**config.mk**
```make
export PLATFORM = sky130hd
export DESIGN_NAME = module_secuenciador_banco
export DESIGN_NICKNAME = d
export VERILOG_FILES = /design/src/rtl/banco_pkg.sv /design/src/rtl/module_alu_banco.sv /design/src/rtl/module_secuenciador_banco.sv
export SDC_FILE = /design/constraint.sdc
export NUM_CORES = 1
export LEC_CHECK = 0
export BUFFER_PORTS_ARGS = -buffer_cell sky130_fd_sc_hd__buf_2
export CORE_MARGIN = 2
export CORE_UTILIZATION = 47
export CTS_CLUSTER_DIAMETER = 30
export DETAILED_ROUTE_END_ITERATION = 8
export GPL_TIMING_DRIVEN = 1
export HOLD_SLACK_MARGIN = 0.12
export PLACE_DENSITY = 0.78
export SYNTH_ARGS = -nofsm -noshare
export SYNTH_HDL_FRONTEND = slang
export SYNTH_HIERARCHICAL = 1
export SYNTH_SLANG_ARGS = --single-unit
```
**constraint.sdc**
```tcl
create_clock -name clk -period 2.8 [get_ports clk]
set_input_delay 0.84 -clock clk [delete_from_list [all_inputs] [get_ports clk]]
set_output_delay 0.84 -clock clk [all_outputs]
set_load 0.1 [all_outputs]
```
**src/rtl/banco_pkg.sv**
```systemverilog
// rtl/banco_pkg.sv - shared types and default widths for the register-bank sequencer
package banco_pkg;

   localparam int W_DEF = 4;
   localparam int A_DEF = 5;

   typedef enum logic [1:0] {
      OP_ADD  = 2'b00,
      OP_SUB  = 2'b01,
      OP_AND  = 2'b10,
      OP_PASS = 2'b11
   } op_t;

   typedef enum logic [1:0] {
      ST_IDLE  = 2'b00,
      ST_READ  = 2'b01,
      ST_WRITE = 2'b10,
      ST_DONE  = 2'b11
   } state_t;

endpackage

```
**src/rtl/module_alu_banco.sv**
```systemverilog
// rtl/module_alu_banco.sv - combinational ALU (ADD/SUB/AND/PASS), wrap-around arithmetic
// Macro SEQ_FLAGS_EN adds the carry/borrow output.
module module_alu_banco
   import banco_pkg::*;
#(
   parameter int W = W_DEF
) (
   input  op_t          op,
   input  logic [W-1:0] a,
   input  logic [W-1:0] b,
`ifdef SEQ_FLAGS_EN
   output logic         carry,
`endif
   output logic [W-1:0] y
);

   // One extra bit holds carry/borrow only when something consumes it
`ifdef SEQ_FLAGS_EN
   localparam int XW = W + 1;
`else
   localparam int XW = W;
`endif

   logic [XW-1:0] w_ext;

   always_comb begin
      w_ext = '0;
      case (op)
         OP_ADD:  w_ext = XW'(a) + XW'(b);
         OP_SUB:  w_ext = XW'(a) - XW'(b);
         OP_AND:  w_ext = XW'(a & b);
         default: w_ext = XW'(a);
      endcase
   end

   assign y = w_ext[W-1:0];

`ifdef SEQ_FLAGS_EN
   assign carry = w_ext[XW-1];
`endif

endmodule

```
**src/rtl/module_secuenciador_banco.sv**
```systemverilog
// rtl/module_secuenciador_banco.sv - read/compute/write-back sequencer over an external register file
// Macro SEQ_FLAGS_EN adds the flag_z/flag_c outputs.
module module_secuenciador_banco
   import banco_pkg::*;
#(
   parameter int W = W_DEF,
   parameter int A = A_DEF
) (
   input  logic         clk,
   input  logic         rst,
   input  logic         req_valid,
   output logic         req_ready,
   input  logic [1:0]   req_op,
   input  logic [A-1:0] req_rs1,
   input  logic [A-1:0] req_rs2,
   input  logic [A-1:0] req_rd,
   output logic         done,
   output logic [W-1:0] result,
`ifdef SEQ_FLAGS_EN
   output logic         flag_z,
   output logic         flag_c,
`endif
   output logic [A-1:0] rf_addr_rs1,
   output logic [A-1:0] rf_addr_rs2,
   output logic [A-1:0] rf_addr_rd,
   output logic [W-1:0] rf_data_in,
   output logic         rf_we,
   input  logic [W-1:0] rf_rs1,
   input  logic [W-1:0] rf_rs2
);

   state_t       r_state;
   state_t       w_next;
   op_t          r_op;
   logic [A-1:0] r_rs1;
   logic [A-1:0] r_rs2;
   logic [A-1:0] r_rd;
   logic [W-1:0] r_result;
   logic [W-1:0] w_alu_y;
   logic         w_accept;
`ifdef SEQ_FLAGS_EN
   logic         r_flag_z;
   logic         r_flag_c;
   logic         w_alu_c;
`endif

   module_alu_banco #(.W(W)) u_alu (
      .op    (r_op),
      .a     (rf_rs1),
      .b     (rf_rs2),
`ifdef SEQ_FLAGS_EN
      .carry (w_alu_c),
`endif
      .y     (w_alu_y)
   );

   always_ff @(posedge clk) begin
      if (!rst) begin
         r_state  <= ST_IDLE;
         r_op     <= OP_ADD;
         r_rs1    <= '0;
         r_rs2    <= '0;
         r_rd     <= '0;
         r_result <= '0;
`ifdef SEQ_FLAGS_EN
         r_flag_z <= 1'b0;
         r_flag_c <= 1'b0;
`endif
      end else begin
         r_state <= w_next;
         if (w_accept) begin
            r_op  <= op_t'(req_op);
            r_rs1 <= req_rs1;
            r_rs2 <= req_rs2;
            r_rd  <= req_rd;
         end
         if (r_state == ST_READ) begin
            r_result <= w_alu_y;
`ifdef SEQ_FLAGS_EN
            r_flag_z <= (w_alu_y == '0);
            r_flag_c <= w_alu_c;
`endif
         end
      end
   end

   // Handshake and write strobe are qualified by rst so a reset edge never accepts or writes
   always_comb begin
      w_next    = r_state;
      req_ready = 1'b0;
      w_accept  = 1'b0;
      rf_we     = 1'b0;
      done      = 1'b0;
      case (r_state)
         ST_IDLE: begin
            req_ready = rst;
            w_accept  = req_valid && rst;
            if (w_accept) w_next = ST_READ;
         end
         ST_READ:  w_next = ST_WRITE;
         ST_WRITE: begin
            rf_we  = rst;
            w_next = ST_DONE;
         end
         ST_DONE: begin
            done   = 1'b1;
            w_next = ST_IDLE;
         end
         default:  w_next = ST_IDLE;
      endcase
   end

   assign rf_addr_rs1 = r_rs1;
   assign rf_addr_rs2 = r_rs2;
   assign rf_addr_rd  = r_rd;
   assign rf_data_in  = r_result;
   assign result      = r_result;

`ifdef SEQ_FLAGS_EN
   assign flag_z = r_flag_z;
   assign flag_c = r_flag_c;
`endif

endmodule

```
==> results by group, run 1 <==
Clock network
  – CTS hold repair buffers: 0
  – Clk Latency, worst-skew pair: a little over 0.3 ns
  – Clock tree from TritonCTS: built
  – Maximum level of the CTS H-tree: 1
  – Clock transition at the register clock pins on the worst setup and hold paths after CTS: roughly 0.12 ns
  – Post-CTS Setup Bufs: 0
  – Post-CTS resize count: 0
  – Clock buffers created by TritonCTS: 3
  – Root cell of the clock tree: sky130_fd_sc_hd__clkbuf_4
  – CTS sink count: 23
  – Clk buf depth: 2

Floorplan
  – Height of the die: approximately 57 um
  – Top-level port count: 54
  – Std cell rows: 19
  – Area of the core: between 2000 and 3000 um^2
  – Die area: roughly 3200 um^2
  – Die X: about 57 um
  – Initial Utilization: between 40 and 50%

Place
  – Routability Congestion: a little over 0.9
  – Worst slack at placement: -0.0626 ns
  – Placed Cells: around 230
  – Count of buffers from port buffering: 53
  – Placed wire-length estimate after detailed placement: between 2000 and 2500 um

Synth
  – Ys async rst share: 0%
  – Per-instance average area after synthesis: 8.59 um^2
  – Top post-synthesis cells by area: sky130_fd_sc_hd__dfxtp_1, sky130_fd_sc_hd__ha_1, sky130_fd_sc_hd__nand4_1
  – Cell types with the highest counts after synthesis: sky130_fd_sc_hd__nand2_1, sky130_fd_sc_hd__dfxtp_1, sky130_fd_sc_hd__nand4_1
  – Number of different library cells in the post-synthesis netlist: 25
  – #FFs+latches synth: 23
  – Post-synthesis sequential area ratio: around a third
  – Number of instances in the synthesized netlist: between 150 and 200
  – Synth Cell Area: about 1300 um^2
  – Synth area leader: sky130_fd_sc_hd__dfxtp_1
  – Cell with the most instances after synthesis: sky130_fd_sc_hd__nand2_1
  – Most used flip-flop cell after synthesis: sky130_fd_sc_hd__dfxtp_1
  – Syn_nets: 191
  – Share of Yosys cell area claimed by the top area cell type: approximately a third
  – Number of enable flip-flop cells after synthesis: 0
  – Yosys synthesis warning count: 6

Cells and area
  – Synth-to-layout area growth: 22.1%
  – Final antenna diode count: 0
  – Net count of the finished layout: 238
  – Final Util: between 50% and 60%
  – Number of standard cells in the layout, taps in and fillers out: 230
  – Fraction of layout cells with a size suffix above 1: a little under two fifths

Worst hold path
  – Class of the worst hold path: flip-flop to flip-flop

STA
  – Worst-case clock skew: 0.00715 ns
  – Setup_tns: 0 ns
  – Post-route clock period utilization: 90.8%
  – Final hold viol count: 0
  – Final Setup Violations: 0
  – RSZ-0062 raised after global routing: no
  – Pins over their slew limit: 0
  – Tightest slew margin relative to the limit: 67.6%
  – Slew at the pin closest to its max-slew limit: between 0.4 and 0.5 ns
  – Crit path setup slack, layout: ~0.26 ns
  – Min Clock Period, post-route: 2.54 ns
  – Highest achievable clock rate: roughly 390 MHz

Routing
  – Post-detailed-route count of antenna-violating nets: 0
  – Number of design rule violations left after detail routing: 0
  – Number of search-and-repair iterations in the first detailed-routing pass: 4
  – Overall routed net length: roughly 3000 um
  – Routed vias: between 1000 and 1500
  – First-iteration detailed-routing DRC count: 27
  – WL per Instance: 13.0 um
  – Vias per std cell: approximately 5.4

Power and ir drop
  – Static leakage power: about 0.77 nW
  – Power Density: 1210 nW/um^2
  – Max rail drop VDD: ~0.0009 V

Global route
  – Maximum number of pins on one net before global-route repair: 38
  – Global-route wire length before repair: ~5000 um
  – Vias in the first global route: 1193
  – Initial antenna violation count: 0
  – Overall track demand over capacity in global routing: between 10% and 20%
  – Total grt overflow: 0

Setup path
  – Worst Path Class, Setup: input port to flip-flop
  – Capturing element type of the critical path: flip-flop
  – Critical Path Start Type: input port
  – WP data required: ~3.1 ns
  – Worst Path Max Fanout: 3
  – Arrival @ worst endpoint: ~2.8 ns

Job
  – Count of max-cap constraint violations: 0

Run status
  – Result of the run: finished clean
-- per-layer routing --
layer  vias to the layer above  share of wire (%)  global-route usage [%]
met2                        52                 51                    33.3
met1                       575                 41                    23.4
met4                         0                1.5                    8.31
met5                         -                  0                       0
li1                        621                  -                       -
met3                         5                6.8                    3.69
-- flip-flops by register name (all words and copies together) (netlist names) --
signal       count
r_op             2
r_state          2
result           4
rf_addr_rd       5
rf_addr_rs1      5
rf_addr_rs2      5
-- cell families after synthesis --
group,Yosys count,share of synthesized area [%]
and+or+nand+nor,54,20.6
AOI/OAI and AO/OA,32,16.5
buffers and inverters,24,10.6
DFF,23,35.0
adders and majority gates,10,10.1
muxes,7,5.33
xor gates and xnor gates,3,2.00
-- worst max-delay path, stage by stage --
cell                       delay [ns]
sky130_fd_sc_hd__buf_2           0.10
sky130_fd_sc_hd__inv_1           0.05
sky130_fd_sc_hd__ha_1            0.17
sky130_fd_sc_hd__a21oi_1         0.15
sky130_fd_sc_hd__xnor2_1         0.15
sky130_fd_sc_hd__ha_1            0.28
sky130_fd_sc_hd__a21oi_1         0.19
sky130_fd_sc_hd__o21ai_2         0.09
sky130_fd_sc_hd__mux2i_1         0.12
sky130_fd_sc_hd__a32o_1          0.25
sky130_fd_sc_hd__a211oi_1        0.18
sky130_fd_sc_hd__mux2i_1         0.10
sky130_fd_sc_hd__nor2b_1         0.11
-- area by class of cell --
cell class / instances / area (um^2)
Fill cell: 242 / 1100
Multi-Input combinational cell: 106 / 716
Sequential cell: 23 / 460
Timing Repair Buffer: 58 / 333
Tap cell: 31 / 38.8
Inverter: 8 / 30.0
Clock buffer: 3 / 22.5
Clock inverter: 1 / 5.00
-- cells in the final DEF, fill, tap and decap left out --
| master | netlist | final |
|---|---|---|
| sky130_fd_sc_hd__o21ai_1 | 1 | 1 |
| sky130_fd_sc_hd__clkinv_2 | 0 | 1 |
| sky130_fd_sc_hd__mux2i_1 | 7 | 7 |
| sky130_fd_sc_hd__buf_2 | 5 | 51 |
| sky130_fd_sc_hd__a211oi_1 | 2 | 2 |
| sky130_fd_sc_hd__dfxtp_1 | 23 | 23 |
| sky130_fd_sc_hd__buf_12 | 0 | 2 |
| sky130_fd_sc_hd__nand2_1 | 24 | 24 |
| sky130_fd_sc_hd__nand4_1 | 17 | 17 |
| sky130_fd_sc_hd__xnor2_1 | 2 | 2 |
| sky130_fd_sc_hd__a32o_1 | 1 | 1 |
| sky130_fd_sc_hd__o211ai_1 | 2 | 2 |
| sky130_fd_sc_hd__xor2_1 | 1 | 1 |
| sky130_fd_sc_hd__fa_1 | 1 | 1 |
| sky130_fd_sc_hd__clkbuf_4 | 0 | 3 |
| sky130_fd_sc_hd__buf_4 | 7 | 5 |
| sky130_fd_sc_hd__ha_1 | 9 | 9 |
| sky130_fd_sc_hd__o21ai_0 | 11 | 11 |
| sky130_fd_sc_hd__nor2b_1 | 6 | 6 |
| sky130_fd_sc_hd__a21oi_1 | 4 | 4 |
| sky130_fd_sc_hd__and2_1 | 3 | 3 |
| sky130_fd_sc_hd__nor2_1 | 2 | 2 |
| sky130_fd_sc_hd__o21ai_2 | 11 | 11 |
| sky130_fd_sc_hd__nor3_1 | 2 | 2 |
| sky130_fd_sc_hd__inv_1 | 8 | 8 |
-- final timing paths --
kind	start	endpoint	slack, ns	cells past startpoint
setup / recovery	rf_rs2[1]	result[3]	0.26	13
hold / removal	rf_addr_rs2[2]	rf_addr_rs2[2]	0.47	2
setup reg to reg	r_op[1]	result[3]	0.41	11
hold reg to reg	rf_addr_rs2[2]	rf_addr_rs2[2]	0.47	2
-- where the power goes --
part	switching (mW)	internal (mW)	leakage [nW]
Sequential	0.0650	0.415	0.189
Clock	0.0977	0.0534	0.0177
Combinational	1.02	0.290	0.559
Total	1.18	0.758	0.765
-- through the flow --
stage | total power [mW] | cell area, um^2 | hold slack (ns)
after global placement | 1.77 | 1580 | 0.442
final | 1.94 | 1610 | 0.468
after global routing | 2.04 | 1610 | 0.486
after floorplan | 1.60 | 1320 | 0.471
after detailed placement | 1.80 | 1580 | 0.449
after CTS | 1.96 | 1610 | 0.471
(Power assumes the default switching activity.)
==> run 2, diff against run 1 <==
- CORE_UTILIZATION: 47 -> 46
- SYNTH_HIERARCHICAL: 1 -> not set
==> run 2 against run 1 <==
Via count down 13%. Synthesized cell count decreased by 6.5%. Area after synthesis is 7.7% lower.
==> results by group, run 2 <==
STA
  – Pins over their slew limit: 0 (unchanged)
  – Post-route clock period utilization: 88.6% (was 90.8%)
  – Worst-case clock skew: 0.00241 ns (was 0.00715 ns)
  – Min Clock Period, post-route: 2.48 ns (was 2.54 ns)
  – Crit path setup slack, layout: 0.319 ns (was 0.258 ns)
  – Highest achievable clock rate: 403 MHz (was 393 MHz)
  – Slew at the pin closest to its max-slew limit: 0.494 ns (was 0.489 ns)
  – RSZ-0062 raised after global routing: no (unchanged)
  – Final Setup Violations: 0 (unchanged)
  – Final hold viol count: 0 (unchanged)
  – Tightest slew margin relative to the limit: 67.3% (was 67.6%)

Synth
  – Per-instance average area after synthesis: 8.49 um^2 (was 8.59 um^2)
  – Yosys synthesis warning count: 0 (was 6)
  – Number of instances in the synthesized netlist: 143 (was 153)
  – Cell types with the highest counts after synthesis: sky130_fd_sc_hd__nand2_1, sky130_fd_sc_hd__dfxtp_1, sky130_fd_sc_hd__o21ai_0 (was sky130_fd_sc_hd__nand2_1, sky130_fd_sc_hd__dfxtp_1, sky130_fd_sc_hd__nand4_1)
  – Top post-synthesis cells by area: sky130_fd_sc_hd__dfxtp_1, sky130_fd_sc_hd__nand2_1, sky130_fd_sc_hd__ha_1 (was sky130_fd_sc_hd__dfxtp_1, sky130_fd_sc_hd__ha_1, sky130_fd_sc_hd__nand4_1)
  – Number of different library cells in the post-synthesis netlist: 31 (was 25)
  – Post-synthesis sequential area ratio: 37.9% (was 35.0%)
  – Synth area leader: sky130_fd_sc_hd__dfxtp_1 (unchanged)
  – Cell with the most instances after synthesis: sky130_fd_sc_hd__nand2_1 (unchanged)
  – Ys async rst share: 0% (unchanged)
  – Number of enable flip-flop cells after synthesis: 0 (unchanged)
  – Synth Cell Area: 1210 um^2 (was 1320 um^2)
  – Syn_nets: 182 (was 191)
  – #FFs+latches synth: 23 (unchanged)
  – Most used flip-flop cell after synthesis: sky130_fd_sc_hd__dfxtp_1 (unchanged)
  – Share of Yosys cell area claimed by the top area cell type: 37.9% (was 35.0%)

Floorplan
  – Top-level port count: 54 (unchanged)
  – Die area: 3070 um^2 (was 3240 um^2)
  – Area of the core: 2500 um^2 (was 2710 um^2)
  – Std cell rows: 18 (was 19)
  – Height of the die: 55.4 um (was 56.9 um)
  – Initial Utilization: 48.5% (about the same)
  – Die X: 55.4 um (was 56.9 um)

Clock network
  – Clock tree from TritonCTS: built (unchanged)
  – CTS hold repair buffers: 0 (unchanged)
  – Post-CTS Setup Bufs: 0 (unchanged)
  – Clock buffers created by TritonCTS: 3 (unchanged)
  – Clk buf depth: 2 (unchanged)
  – Clock transition at the register clock pins on the worst setup and hold paths after CTS: 0.12 ns (about the same)
  – Clk Latency, worst-skew pair: 0.30 ns (was 0.31 ns)
  – Root cell of the clock tree: sky130_fd_sc_hd__clkbuf_4 (unchanged)
  – Maximum level of the CTS H-tree: 1 (unchanged)
  – CTS sink count: 23 (unchanged)
  – Post-CTS resize count: 0 (unchanged)

Setup path
  – WP data required: 3.00 ns (was 3.05 ns)
  – Worst Path Max Fanout: 4 (was 3)
  – Critical Path Start Type: input port (unchanged)
  – Crit path max-delay family: adder cells (was compound AO/OA/AOI/OAI gates)
  – Capturing element type of the critical path: flip-flop (unchanged)
  – Arrival @ worst endpoint: 2.68 ns (was 2.80 ns)
  – Crit path largest cell delay: 0.35 ns (was 0.28 ns)
  – Worst Path Class, Setup: input port to flip-flop (unchanged)
  – Number of buffer and inverter stages on the critical path: 3 (was 2)
  – Crit path cell chain: buf_2 -> inv_1 -> ha_1 -> mux2_2 -> inv_1 -> ha_1 -> nor2b_1 -> o21a_1 -> o2111ai_1 -> or3b_1 (was buf_2 -> inv_1 -> ha_1 -> a21oi_1 -> xnor2_1 -> ha_1 -> a21oi_1 -> o21ai_2 -> mux2i_1 -> a32o_1 -> a211oi_1 -> mux2i_1 -> nor2b_1)
  – Critical path's slowest cell: sky130_fd_sc_hd__or3b_1 (was sky130_fd_sc_hd__ha_1)

Power and ir drop
  – Post-layout total power: 1.72 mW (was 1.94 mW)
  – Max rail drop VDD: 0.000778 V (was 0.000876 V)
  – Power Density: 1130 nW/um^2 (was 1210 nW/um^2)
  – Static leakage power: 0.755 nW (was 0.765 nW)

Worst hold path
  – Class of the worst hold path: flip-flop to flip-flop (unchanged)

Global route
  – Global-route wire length before repair: 4310 um (was 5010 um)
  – Met3 track demand over resource in global routing: 2.81% (was 3.69%)
  – M1 GR Usage: 19.9% (was 23.4%)
  – Busiest grt layer: met2 (unchanged)
  – Initial antenna violation count: 0 (unchanged)
  – Met2 Usage GRT: 31.3% (was 33.3%)
  – Total grt overflow: 0 (unchanged)
  – Maximum number of pins on one net before global-route repair: 35 (was 38)
  – Vias in the first global route: 1046 (was 1193)
  – Overall track demand over capacity in global routing: 17.2% (was 19.4%)

Routing
  – Routed vias: 1090 (was 1253)
  – Post-detailed-route count of antenna-violating nets: 0 (unchanged)
  – Overall routed net length: 2530 um (was 3000 um)
  – Vias per std cell: 4.98 (was 5.45)
  – Number of design rule violations left after detail routing: 0 (unchanged)
  – First-iteration detailed-routing DRC count: 7 (was 27)
  – WL per Instance: 11.5 um (was 13.0 um)
  – Number of search-and-repair iterations in the first detailed-routing pass: 3 (was 4)

Cells and area
  – Net count of the finished layout: 229 (was 238)
  – Final antenna diode count: 0 (unchanged)
  – Number of standard cells in the layout, taps in and fillers out: 219 (was 230)
  – Number of fill cells in the layout: 257 (was 242)
  – Fraction of layout cells with a size suffix above 1: 34.9% (was 36.7%)
  – Multi-input gate area in the final layout: 656 um^2 (was 716 um^2)
  – Synth-to-layout area growth: 25.1% (was 22.1%)
  – Most frequent cells in the layout: sky130_fd_sc_hd__buf_2, sky130_fd_sc_hd__nand2_1, sky130_fd_sc_hd__dfxtp_1, sky130_fd_sc_hd__o21ai_0, sky130_fd_sc_hd__ha_1 (was sky130_fd_sc_hd__buf_2, sky130_fd_sc_hd__nand2_1, sky130_fd_sc_hd__dfxtp_1, sky130_fd_sc_hd__nand4_1)
  – Area taken by flip-flops and latches: 460 um^2 (unchanged)
  – Post-route standard cell area excluding fillers: 1520 um^2 (was 1610 um^2)
  – Most common library cell in the layout ignoring fill and taps: sky130_fd_sc_hd__buf_2 (unchanged)
  – Final Util: 60.7% (was 59.2%)

Place
  – Worst slack at placement: -0.0214 ns (was -0.0626 ns)
  – Count of buffers from port buffering: 53 (unchanged)
  – Routability Congestion: 0.932 (was 0.905)
  – Placed Cells: 215 (was 226)
  – Cell area reported after detailed placement: 1490 um^2 (was 1580 um^2)
  – Placed wire-length estimate after detailed placement: 2020 um (was 2310 um)

Job
  – Count of max-cap constraint violations: 0 (unchanged)

Run status
  – Result of the run: finished clean (unchanged)
## run 2: layer usage
layer | up-vias | share of wire [%] | wire, um
met4 | 0 | 1.2 | 30
li1 | 563 | - | -
met2 | 36 | 51 | 1300
met3 | 4 | 4.4 | 110
met5 | - | 0 | 0
met1 | 487 | 43 | 1090
## run 2: worst paths after layout
check            startpoint             end  slack [ns]  depth (start not counted)
max reg2reg         r_op[0]       result[3]        0.53                          8
max               rf_rs2[0]       result[3]        0.32                         10
min          rf_addr_rs2[0]  rf_addr_rs2[0]        0.46                          2
min reg2reg  rf_addr_rs2[0]  rf_addr_rs2[0]        0.46                          2
## run 2: where the power goes
group | switching [mW] | internal (mW) | leakage (nW)
combinational | 0.871 | 0.232 | 0.548
sequential | 0.0608 | 0.408 | 0.189
clock | 0.0940 | 0.0533 | 0.0177
## run 2: cells by family (layout without fill, tap and decap cells)
| family | Yosys count | in the layout | synth area share, % |
|---|---|---|---|
| buffers and inverters | 20 | 66 | 8.25 |
| DFF | 23 | 23 | 37.9 |
| muxes | 5 | 5 | 4.23 |
| and+or+nand+nor | 50 | 50 | 19.1 |
| AOI/OAI and AO/OA | 31 | 31 | 16.4 |
| adders and majority gates | 11 | 11 | 12.0 |
| xor gates and xnor gates | 3 | 3 | 2.17 |
## run 2: worst register-to-register path: stages, from the launching register on
cell and delay, ns:
sky130_fd_sc_hd__dfxtp_1 0.47, sky130_fd_sc_hd__nor2b_4 0.23, sky130_fd_sc_hd__mux2_2 0.38, sky130_fd_sc_hd__inv_1 0.06
sky130_fd_sc_hd__ha_1 0.21, sky130_fd_sc_hd__nor2b_1 0.13, sky130_fd_sc_hd__o21a_1 0.18, sky130_fd_sc_hd__o2111ai_1 0.16
sky130_fd_sc_hd__or3b_1 0.35
## run 2: metrics by stage
| step | hold WS, ns | setup TNS (ns) |
|---|---|---|
| finish | 0.464 | 0 |
| global route | 0.488 | 0 |
| CTS | 0.470 | 0 |
| detailed placement | 0.451 | -0.0214 |
| global placement | 0.442 | 0 |
| floorplan | 0.499 | 0 |
## run 2: cell type report
| class | instances | share of cell area (%) |
|---|---|---|
| multi-input cells | 100 | 43.2 |
| flip-flops and latches | 23 | 30.3 |
| repair buffers | 55 | 20.4 |
| well taps | 30 | 2.47 |
| inverters | 7 | 1.73 |
| clock buffers | 3 | 1.48 |
| clock inverters | 1 | 0.330 |
==> run 3, diff against run 2 <==
==> constraint.sdc (replaced) <==
create_clock -name clk -period 2.8 [get_ports clk]
set_input_delay 0.56 -clock clk [delete_from_list [all_inputs] [get_ports clk]]
set_output_delay 0.56 -clock clk [all_outputs]
set_load 0.1 [all_outputs]
==> run 3 against run 2 <==
Global-route usage down 0.28 points. First-iteration DRC count rose to 3.4 times the previous value. Non-clock buffer count down 1. Via count is 1.0% higher. Final area down 2.7%. Combinational power about the same. Hold slack worse by 0.024 ns. Final cell count fell by 0.46%. Clock skew up 0.0049 ns.
==> results by group, run 3 (synthesis results as in run 2) <==
STA
  – Final hold viol count: 0 (unchanged)
  – Worst-case clock skew: 0.00735 ns (was 0.00241 ns)
  – Setup_tns: 0 ns (unchanged)
  – RSZ-0062 raised after global routing: no (unchanged)
  – Slew at the pin closest to its max-slew limit: 0.495 ns (was 0.494 ns)
  – Min Clock Period, post-route: 2.34 ns (was 2.48 ns)
  – Tightest slew margin relative to the limit: 67.2% (was 67.3%)
  – Worst hold margin: 0.440 ns (was 0.464 ns)
  – Pins over their slew limit: 0 (unchanged)
  – Highest achievable clock rate: 427 MHz (was 403 MHz)
  – Final Setup Violations: 0 (unchanged)
  – Post-route clock period utilization: 83.7% (was 88.6%)

Power and ir drop
  – Max rail drop VDD: 0.000842 V (was 0.000778 V)
  – Power Density: 1140 nW/um^2 (was 1130 nW/um^2)
  – Static leakage power: 0.739 nW (was 0.755 nW)

Cells and area
  – Synth-to-layout area growth: 21.6% (was 25.1%)
  – Fraction of layout cells with a size suffix above 1: 33.0% (was 34.9%)
  – Number of standard cells in the layout, taps in and fillers out: 218 (was 219)
  – Most frequent cells in the layout: sky130_fd_sc_hd__buf_2, sky130_fd_sc_hd__nand2_1, sky130_fd_sc_hd__dfxtp_1, sky130_fd_sc_hd__o21ai_0, sky130_fd_sc_hd__ha_1 (unchanged)
  – Area taken by flip-flops and latches: 460 um^2 (unchanged)
  – Multi-input gate area in the final layout: 653 um^2 (was 656 um^2)
  – Most common library cell in the layout ignoring fill and taps: sky130_fd_sc_hd__buf_2 (unchanged)
  – Number of fill cells in the layout: 237 (was 257)
  – Final Util: 59.1% (was 60.7%)
  – Net count of the finished layout: 228 (was 229)
  – Final antenna diode count: 0 (unchanged)

Routing
  – Vias per std cell: 5.05 (was 4.98)
  – Number of design rule violations left after detail routing: 0 (unchanged)
  – Routed vias: 1101 (was 1090)
  – First-iteration detailed-routing DRC count: 24 (was 7)
  – Number of search-and-repair iterations in the first detailed-routing pass: 4 (was 3)
  – WL per Instance: 11.7 um (was 11.5 um)
  – Overall routed net length: 2540 um (was 2530 um)
  – Post-detailed-route count of antenna-violating nets: 0 (unchanged)

Global route
  – Global-route wire length before repair: 4290 um (was 4310 um)
  – Vias in the first global route: 1085 (was 1046)
  – Busiest grt layer: met2 (unchanged)
  – Initial antenna violation count: 0 (unchanged)
  – Met3 track demand over resource in global routing: 2.81% (unchanged)
  – Total grt overflow: 0 (unchanged)
  – Maximum number of pins on one net before global-route repair: 35 (unchanged)
  – Met2 Usage GRT: 29.6% (was 31.3%)
  – Overall track demand over capacity in global routing: 16.9% (was 17.2%)
  – M1 GR Usage: 19.4% (was 19.9%)

Clock network
  – Clock transition at the register clock pins on the worst setup and hold paths after CTS: 0.12 ns (about the same)
  – Root cell of the clock tree: sky130_fd_sc_hd__clkbuf_4 (unchanged)
  – Clk buf depth: 2 (unchanged)
  – CTS hold repair buffers: 0 (unchanged)
  – Clk Latency, worst-skew pair: 0.30 ns (about the same)
  – Clock tree from TritonCTS: built (unchanged)
  – Post-CTS Setup Bufs: 0 (unchanged)
  – Clock buffers created by TritonCTS: 3 (unchanged)
  – Maximum level of the CTS H-tree: 1 (unchanged)
  – CTS sink count: 23 (unchanged)
  – Post-CTS resize count: 0 (unchanged)

Setup path
  – Worst Path Class, Setup: flip-flop to flip-flop (was input port to flip-flop)
  – Worst Path Max Fanout: 6 (was 4)
  – Capturing element type of the critical path: flip-flop (unchanged)
  – Critical Path Start Type: flip-flop (was input port)
  – Critical path's slowest cell: sky130_fd_sc_hd__dfxtp_1 (was sky130_fd_sc_hd__or3b_1)
  – Crit path max-delay family: simple AND/OR/NAND/NOR gates (was adder cells)
  – WP data required: 3.00 ns (about the same)
  – Crit path cell chain: nor2b_4 -> mux2_2 -> inv_1 -> ha_1 -> nor2b_1 -> o21a_1 -> o2111ai_1 -> or3b_1 (was buf_2 -> inv_1 -> ha_1 -> mux2_2 -> inv_1 -> ha_1 -> nor2b_1 -> o21a_1 -> o2111ai_1 -> or3b_1)
  – Crit path largest cell delay: 0.50 ns (was 0.35 ns)
  – Number of buffer and inverter stages on the critical path: 1 (was 3)
  – Arrival @ worst endpoint: 2.55 ns (was 2.68 ns)

Worst hold path
  – Class of the worst hold path: input port to flip-flop (was flip-flop to flip-flop)

Floorplan
  – Std cell rows: 18 (unchanged)
  – Die area: 3070 um^2 (unchanged)
  – Top-level port count: 54 (unchanged)
  – Die X: 55.4 um (unchanged)
  – Initial Utilization: 48.5% (unchanged)
  – Area of the core: 2500 um^2 (unchanged)
  – Height of the die: 55.4 um (unchanged)

Place
  – Placed wire-length estimate after detailed placement: 1960 um (was 2020 um)
  – Routability Congestion: 0.849 (was 0.932)
  – Count of buffers from port buffering: 53 (unchanged)
  – Placed Cells: 214 (was 215)

Job
  – Count of max-cap constraint violations: 0 (unchanged)

Run status
  – Result of the run: finished clean (unchanged)
run 3: changes by cell type in the layout (fill, tap and decap cells not counted):
| cell | change |
|---|---|
| sky130_fd_sc_hd__buf_2 | +2 |
| sky130_fd_sc_hd__and2_1 | +2 |
| sky130_fd_sc_hd__clkbuf_1 | +1 |
| sky130_fd_sc_hd__and2_2 | -2 |
| sky130_fd_sc_hd__clkinv_2 | -1 |
| sky130_fd_sc_hd__buf_4 | -1 |
| sky130_fd_sc_hd__buf_12 | -2 |
run 3: where the power goes:
group / internal, mW / switching [mW] / leakage (nW) / total, mW
sequential: 0.408 / 0.0611 / 0.189 / 0.469
clock: 0.0555 / 0.0940 / 0.0150 / 0.149
combinational: 0.203 / 0.866 / 0.535 / 1.07
total: 0.667 / 1.02 / 0.739 / 1.69
run 3: layer usage:
metal,vias to the layer above,part of all wire [%]
met2,37,49
met1,501,44
li1,557,-
met4,0,2.2
met5,-,0
met3,6,4.6
run 3: final timing paths:
check                  from  cells past startpoint        endpoint  slack [ns]
min reg2reg  rf_addr_rs1[4]                      2  rf_addr_rs1[4]        0.46
max                 r_op[0]                      8       result[3]        0.46
min              req_rs1[2]                      3  rf_addr_rs1[2]        0.44
max reg2reg         r_op[0]                      8       result[3]        0.46
run 3: cell type report:
cell class	instances	share of cell area, %
well taps	30	2.54
flip-flops and latches	23	31.2
inverters	7	1.78
multi-input cells	100	44.2
clock buffers	4	1.78
repair buffers	54	18.5
run 3: worst min-delay path, delay by kind of cell:
family,cells,cell delay (ns)
buffers and inverters,1,0.07
AO/OA/AOI/OAI,1,0.05
AND/OR/NAND/NOR,1,0.03
run 3: stage by stage:
stage / setup slack (ns) / power (mW) / instance area [um^2]
finish: 0.456 / 1.69 / 1480
floorplan: 0.502 / 1.42 / 1210
global route: 0.388 / 1.78 / 1480
global placement: 0.338 / 1.52 / 1450
detailed placement: 0.285 / 1.55 / 1450
CTS: 0.480 / 1.71 / 1480
